<file path="config.mk">
export PLATFORM = sky130hd
export DESIGN_NAME = seq_detector_param
export DESIGN_NICKNAME = d
export VERILOG_FILES = /design/src/rtl/seqdet_pkg.sv /design/src/rtl/seq_detector_param_sat_counter.sv /design/src/rtl/seq_detector_param.sv
export SDC_FILE = /design/constraint.sdc
export NUM_CORES = 1
export LEC_CHECK = 0
export CORE_MARGIN = 1
export CORE_UTILIZATION = 45
export CTS_BUF_LIST = sky130_fd_sc_hd__clkbuf_16
export DETAILED_ROUTE_END_ITERATION = 7
export HOLD_SLACK_MARGIN = 0.03
export PLACE_DENSITY_LB_ADDON = 0.08
export SYNTH_ARGS = -nofsm -noshare
export SYNTH_HDL_FRONTEND = slang
export SYNTH_HIERARCHICAL = 1
export SYNTH_SLANG_ARGS = --single-unit
</file>
<file path="constraint.sdc">
create_clock -name clk -period 4.43 [get_ports clk]
set_input_delay 0.443 -clock clk [delete_from_list [all_inputs] [get_ports clk]]
set_output_delay 0.443 -clock clk [all_outputs]
set_load 0.02 [all_outputs]
</file>
<file path="src/rtl/seqdet_pkg.sv">
// Shared types and default constants for the serial sequence detector.
package seqdet_pkg;

  typedef enum logic [1:0] {
    S_IDLE  = 2'b00,
    S_FILL  = 2'b01,
    S_ARMED = 2'b10
  } state_t;

  localparam int          N_DEF       = 4;
  localparam logic [3:0]  PATTERN_DEF = 4'b1011;
  localparam int          CNT_W_DEF   = 8;

endpackage

</file>
<file path="src/rtl/seq_detector_param_sat_counter.sv">
// Saturating up-counter: holds at all ones instead of wrapping.
module sat_counter #(
  parameter int W = 8
) (
  input  logic         clk,
  input  logic         reset,
  input  logic         clr,
  input  logic         inc,
  output logic [W-1:0] count,
  output logic         sat
);

  assign sat = &count;

  always_ff @(posedge clk) begin
    if (reset || clr) begin
      count <= '0;
    end else if (inc && !sat) begin
      count <= count + W'(1);
    end
  end

endmodule

</file>
<file path="src/rtl/seq_detector_param.sv">
// Parametrised serial N-bit pattern detector with registered match pulse and
// saturating match counter. Define SEQDET_STICKY_EN to add the sticky 'seen' output.
module seq_detector_param
  import seqdet_pkg::*;
#(
  parameter int           N       = N_DEF,
  parameter logic [N-1:0] PATTERN = N'(PATTERN_DEF),
  parameter int           OVERLAP = 1,
  parameter int           CNT_W   = CNT_W_DEF
) (
  input  logic             clk,
  input  logic             reset,
  input  logic             x,
  input  logic             x_valid,
  input  logic             clr,
  output logic             y,
  output logic [CNT_W-1:0] match_count,
  output logic             cnt_sat
`ifdef SEQDET_STICKY_EN
  ,
  output logic             seen
`endif
);

  localparam int FW = $clog2(N + 1);

  state_t         state;
  logic [N-1:0]   hist;
  logic [FW-1:0]  fill;
  logic [N-1:0]   hist_nxt;
  logic [FW-1:0]  fill_nxt;
  logic           match;

  // Once armed the history is full, so fill simply holds at N.
  always_comb begin
    hist_nxt = (hist << 1) | N'(x);
    fill_nxt = (state == S_ARMED) ? fill : fill + FW'(1);
    match    = x_valid && (hist_nxt == PATTERN) && (fill_nxt == FW'(N));
  end

  always_ff @(posedge clk) begin
    if (reset || clr) begin
      state <= S_IDLE;
      hist  <= '0;
      fill  <= '0;
      y     <= 1'b0;
    end else begin
      y <= match;
      if (x_valid) begin
        if (match && (OVERLAP == 0)) begin
          // Non-overlapping: discard history so the next match needs N fresh bits.
          state <= S_IDLE;
          hist  <= '0;
          fill  <= '0;
        end else begin
          hist  <= hist_nxt;
          fill  <= fill_nxt;
          state <= (fill_nxt == FW'(N)) ? S_ARMED : S_FILL;
        end
      end
    end
  end

  sat_counter #(
    .W (CNT_W)
  ) u_cnt (
    .clk   (clk),
    .reset (reset),
    .clr   (clr),
    .inc   (match),
    .count (match_count),
    .sat   (cnt_sat)
  );

`ifdef SEQDET_STICKY_EN
  always_ff @(posedge clk) begin
    if (reset || clr) begin
      seen <= 1'b0;
    end else if (match) begin
      seen <= 1'b1;
    end
  end
`endif

endmodule
</file>
==> impl_metrics.tcl, run 1 <==
set metrics [dict create \
    area_delta_synth_final_pct 28.12 \
    pin_count 15 \
    grt_setup_unrepaired "no" \
    drt-pass1-iter-count 4 \
    yosysSeqAreaShare_pct 40.48 \
    cts-htree-levels 1 \
    globalRouteMet2Util_pct 26.38 \
    cts_made_buffers 3 \
    core_sq_mm 0.001745 \
    dieArea_sq_mm 0.002045 \
    path_class "register to primary output" \
    fill_cells 164 \
    die_w_microns 45.23 \
    synth_edf_count 0 \
    drt_wl_total_microns 1695 \
    post-route-min-period_ns 2.313 \
    multiInputGateArea_sq_um 471.7 \
    worst-path-max-fanout 6 \
    grt_use_met1_pct 25.93 \
    clk_latency_ns 0.25 \
    grt_max_degree 10 \
    via_per_inst 5.603 \
    synth_area_sq_um 840.8 \
    clk_pin_slew_worst_paths_ns 0.05 \
    overflow 0 \
    synthAdderAreaFrac_pct 2.976 \
    worstSetupStartpointType "register" \
    grt_pass1_wl_microns 2739 \
    layout_common_cells "17 x dfxtp_1, 14 x clkdlybuf4s50_1, 10 x nand2_1" \
    finalHoldViolations 0 \
    holdCritPathClass "register to register" \
    async_flop_share_pct 0 \
    report.final.slew_viol_count 0 \
    cts_setup_buffers 0 \
    drive_gt1_share_pct 11.32 \
    maxCapViolations 0 \
    ys.flop_type "dfxtp_1" \
    die_h_microns 45.23 \
    start_util_pct 48.17 \
    end_kind "primary output" \
    grt_use_total_pct 18.83 \
    route.detailed.drc 0 \
    rrSetupSlack_ns 2.21 \
    cts-resized-gates 0 \
    grt_most_used_layer "met2" \
    nNetsFinal 114 \
    syn_avg_cell_area_sq_um 9.240 \
    cts_sinks 17 \
    hpwl_microns 1205 \
    holdBufCountCts 0 \
    ir_drop_mv 0.3338 \
    routedWlPerCell_microns 12.94 \
    cts_root_buf "clkbuf_16" \
    rows 15 \
    seq_area_sq_um 340.3 \
    antenna_found_initial 0 \
    syn-instance-count 91 \
    ys_warn_count 6 \
    worst_slew_pin_slew_ns 0.4330 \
    ys_types 36 \
    first_global_vias 613 \
    setup_viol 0 \
    crit_required_ns 3.99 \
    synth_compound_gate_area_share_pct 16.96 \
    p_leak_nw 0.3689 \
    ant_nets 0 \
    synth_mux_area_share_pct 7.143 \
    drt_iter0_markers 15 \
    final_common_cell "dfxtp_1" \
    vias 734 \
    diodes 0 \
    relSlewSlack_pct 71.02 \
    synth.ff_latch_count 17 \
    synth_simple_gate_area_share_pct 26.93 \
    cp_data_arrival_time_ns 1.87 \
    final_core_util_pct 61.72 \
    portBuffers 14 \
    cts_tree "done" \
    use_met3_pct 7.200 \
    cellPowerDensity_mw_per_mm2 322.0 \
    totalNegativeSetupSlack_ns 0 \
    syn_nets 98 \
    fmax_mhz 432.3 \
    fin_skew_ns 0.001653 \
    gp_congestion 0.8167 \
    synth_top_family_by_area "simple AND/OR/NAND/NOR gates" \
    synthXorXnorAreaFrac_pct 2.083 \
    cts_buffer_depth 2 \
    finalCritPeriodShare_pct 52.22 \
    status "complete, no violations" \
]
==> path summary, 6_finish.rpt <==
check / start / to / cells past startpoint
min reg2reg: fill[1] / fill[1] / 2
max: u_cnt/count[6] / cnt_sat / 4
min: fill[1] / fill[1] / 2
max reg2reg: fill[0] / u_cnt/count[6] / 7
==> state kept, by name, indices dropped and copies added, names as in the netlist <==
signal       flops
state            2
y                1
u_cnt/count      8
hist             3
fill             3
==> metrics by stage <==
stage | hold slack (ns) | instances | cell area, sq um | worst slack (ns) | total power [mW]
after floorplan | 0.4531 | 91 | 840.8 | 2.436 | 0.1678
after global placement | 0.4654 | 127 | 998.5 | 2.001 | 0.1738
after detailed placement | 0.4884 | 127 | 998.5 | 1.902 | 0.1741
after CTS | 0.4957 | 131 | 1077 | 2.121 | 0.3503
after global routing | 0.5121 | 131 | 1077 | 1.947 | 0.3592
final | 0.4953 | 131 | 1077 | 2.117 | 0.3469
==> where the power goes <==
group          internal, mW  switching, mW  leakage, nW
logic               0.00734        0.00797        0.189
registers             0.155        0.00126        0.137
clock network         0.120         0.0559       0.0423
==> cells in the mapped netlist (2+ instances only) <==
master | instances | area share (%)
a2111oi_0 | 3 | 3.1
a21oi_1 | 3 | 1.8
a31oi_1 | 2 | 1.5
buf_2 | 2 | 1.2
dfxtp_1 | 17 | 40
ha_1 | 2 | 3.0
inv_1 | 4 | 1.8
mux2i_1 | 6 | 7.1
nand2_1 | 10 | 4.5
nand2b_1 | 2 | 1.5
nand3_1 | 2 | 1.2
nand4_1 | 2 | 1.5
nor2_1 | 8 | 3.6
nor3_1 | 2 | 1.2
nor3b_2 | 3 | 4.5
or3_1 | 2 | 1.5
xor2_1 | 2 | 2.1
==> per-layer routing <==
| layer | vias up | part of all wire (%) |
|---|---|---|
| li1 | 367 | - |
| met1 | 337 | 51 |
| met2 | 26 | 44 |
| met3 | 4 | 4.5 |
| met4 | 0 | 1.2 |
| met5 | - | 0 |
==> area by class of cell <==
class,instances,area share [%]
clock buffers,3,6.969
clock inverters,1,0.3484
inverters,4,1.394
multi-input cells,67,43.79
flip-flops and latches,17,31.59
well taps,25,2.904
repair buffers,14,13.01
==> worst max-delay path, stage by stage, from the launching register on <==
cell and delay [ns]:
dfxtp_1 0.40, and3_1 0.29, inv_1 0.10, nor3_1 0.20, clkdlybuf4s50_1 0.63
==> cells by family (layout without fill, tap and decap cells) <==
kind of cell,after synthesis,after routing
xor gates and xnor gates,2,2
DFF,17,17
AOI/OAI and AO/OA,18,18
muxes,6,6
and+or+nand+nor,39,39
buffers and inverters,7,22
adders and majority gates,2,2
Note: power is estimated with default switching activity, not from simulation.
==> run 2, diff against run 1 <==
==> constraint.sdc (replaced) <==
create_clock -name clk -period 2 [get_ports clk]
set_input_delay 0.2 -clock clk [delete_from_list [all_inputs] [get_ports clk]]
set_output_delay 0.2 -clock clk [all_outputs]
set_load 0.02 [all_outputs]
==> impl_metrics.tcl, run 2 (synthesis gave the netlist of run 1 again) <==
set metrics [dict create \
    drt-pass1-iter-count 4 \
    via_per_inst 5.580 \
    ir_drop_mv 0.8648 \
    design_area_sq_mm 0.001182 \
    area_delta_synth_final_pct 40.62 \
    crit_required_ns 2.14 \
    grt_use_met1_pct 26.73 \
    cts-htree-levels 1 \
    report.final.slew_viol_count 0 \
    status "complete, no violations" \
    core_sq_mm 0.001745 \
    clk_latency_ns 0.25 \
    worst-path-buf-inv 0 \
    worst_path_max_delay_cell "dfxtp_2" \
    regMostFlops "u_cnt/count" \
    grt_pass1_wl_microns 3042 \
    fin_skew_ns 0.0008432 \
    clk_pin_slew_worst_paths_ns 0.05 \
    hpwl_microns 1330 \
    cts_sinks 17 \
    cts_buffer_depth 2 \
    fmax_mhz 524.8 \
    cts_tree "done" \
    p_total_mw 0.7818 \
    maxCapViolations 0 \
    final_common_cell "dfxtp_1" \
    pin_count 15 \
    gp_congestion 0.7873 \
    cp_cell_sequence "ha_4, nor3b_2, o221ai_2, nor2_2, nand2_2, o31a_1, a2111oi_2" \
    finalHoldViolations 0 \
    first_global_vias 703 \
    cellPowerDensity_mw_per_mm2 661.2 \
    globalRouteMet2Util_pct 32.46 \
    routedWlPerCell_microns 13.61 \
    relSlewSlack_pct 70.24 \
    slowest_delay_ns 0.36 \
    path_class "register to register" \
    placed_area_sq_mm 0.001044 \
    route.detailed.drc 0 \
    grt_most_used_layer "met2" \
    antenna_found_initial 0 \
    use_met3_pct 7.200 \
    die_h_microns 45.23 \
    nNetsFinal 121 \
    end_kind "register" \
    grt_use_total_pct 20.43 \
    die_w_microns 45.23 \
    start_util_pct 48.17 \
    grt_max_degree 11 \
    rrSetupSlack_ns 0.09 \
    diodes 0 \
    cp_data_arrival_time_ns 2.05 \
    cts_made_buffers 3 \
    holdBufCountCts 0 \
    worstSetupStartpointType "register" \
    place_ws_ns -0.1145 \
    vias 770 \
    cts_root_buf "clkbuf_16" \
    rows 15 \
    largest_register_ffs 8 \
    p_leak_nw 0.4114 \
    worst-path-max-fanout 3 \
    portBuffers 14 \
    drt_iter0_markers 10 \
    drive_gt1_share_pct 27.43 \
    top_regs "u_cnt/count (8), fill (3), hist (3)" \
    finalCritPeriodShare_pct 95.28 \
    drt_wl_total_microns 1878 \
    holdCritPathClass "register to register" \
    setup_ws_ns 0.09450 \
    ant_nets 0 \
    crit_family "compound AO/OA/AOI/OAI gates" \
    worst_slew_pin_slew_ns 0.4447 \
    dieArea_sq_mm 0.002045 \
    layout_common_cells "15 x dfxtp_1, 13 x clkdlybuf4s50_1, 9 x nand2_1" \
    setup_viol 0 \
    post-route-min-period_ns 1.906 \
    overflow 0 \
]
==> run 2: cell type report <==
| cell class | count | area (sq um) |
|---|---|---|
| clock buffer | 3 | 75.07 |
| clock inverter | 1 | 5.005 |
| fill | 145 | 563.0 |
| inverter | 4 | 15.01 |
| multi-input combinational | 67 | 521.8 |
| sequential | 17 | 342.8 |
| tap | 25 | 31.28 |
| timing repair buffer | 21 | 191.4 |
==> run 2: what timing repair did <==
| action | 4_1_cts | 5_1_grt |
|---|---|---|
| resized for setup | 5 | 9 |
| setup endpoints to repair | 3 | 7 |
| pin swaps | 1 | 3 |
| setup buffers | 0 | 1 |
==> run 2: path summary, 6_finish.rpt <==
path / start / endpoint / depth (start not counted)
min reg2reg: fill[1] / fill[1] / 2
min: fill[1] / fill[1] / 2
max: fill[1] / u_cnt/count[6] / 7
max reg2reg: fill[1] / u_cnt/count[6] / 7
==> run 2: where the power goes <==
group          internal, mW  switching [mW]
sequential            0.343         0.00263
clock                 0.267           0.129
combinational        0.0197          0.0205
total                 0.630           0.152
==> run 2: stage by stage <==
stage	cells	hold slack [ns]	utilization, %	setup TNS [ns]
6_report	138	0.4916	67.74	0
5_1_grt	138	0.5089	67.74	-0.02881
4_1_cts	137	0.4845	65.09	0
3_5_place_dp	133	0.4778	59.78	-0.1752
3_3_place_gp	133	0.4630	59.78	0
2_1_floorplan	91	0.2768	-	0
==> run 2: metal layers <==
metal	share of wire, %	routed length (microns)	vias to the layer above
met5	0	0	-
met4	0	0	0
met3	4.4	83	0
met2	49	925	14
met1	46	870	378
li1	-	-	378
==> run 2: tightest hold or removal path, cell delays in order (launching register included) <==
cell and delay (ns):
dfxtp_2 0.34, nand2_1 0.06, a21oi_1 0.05
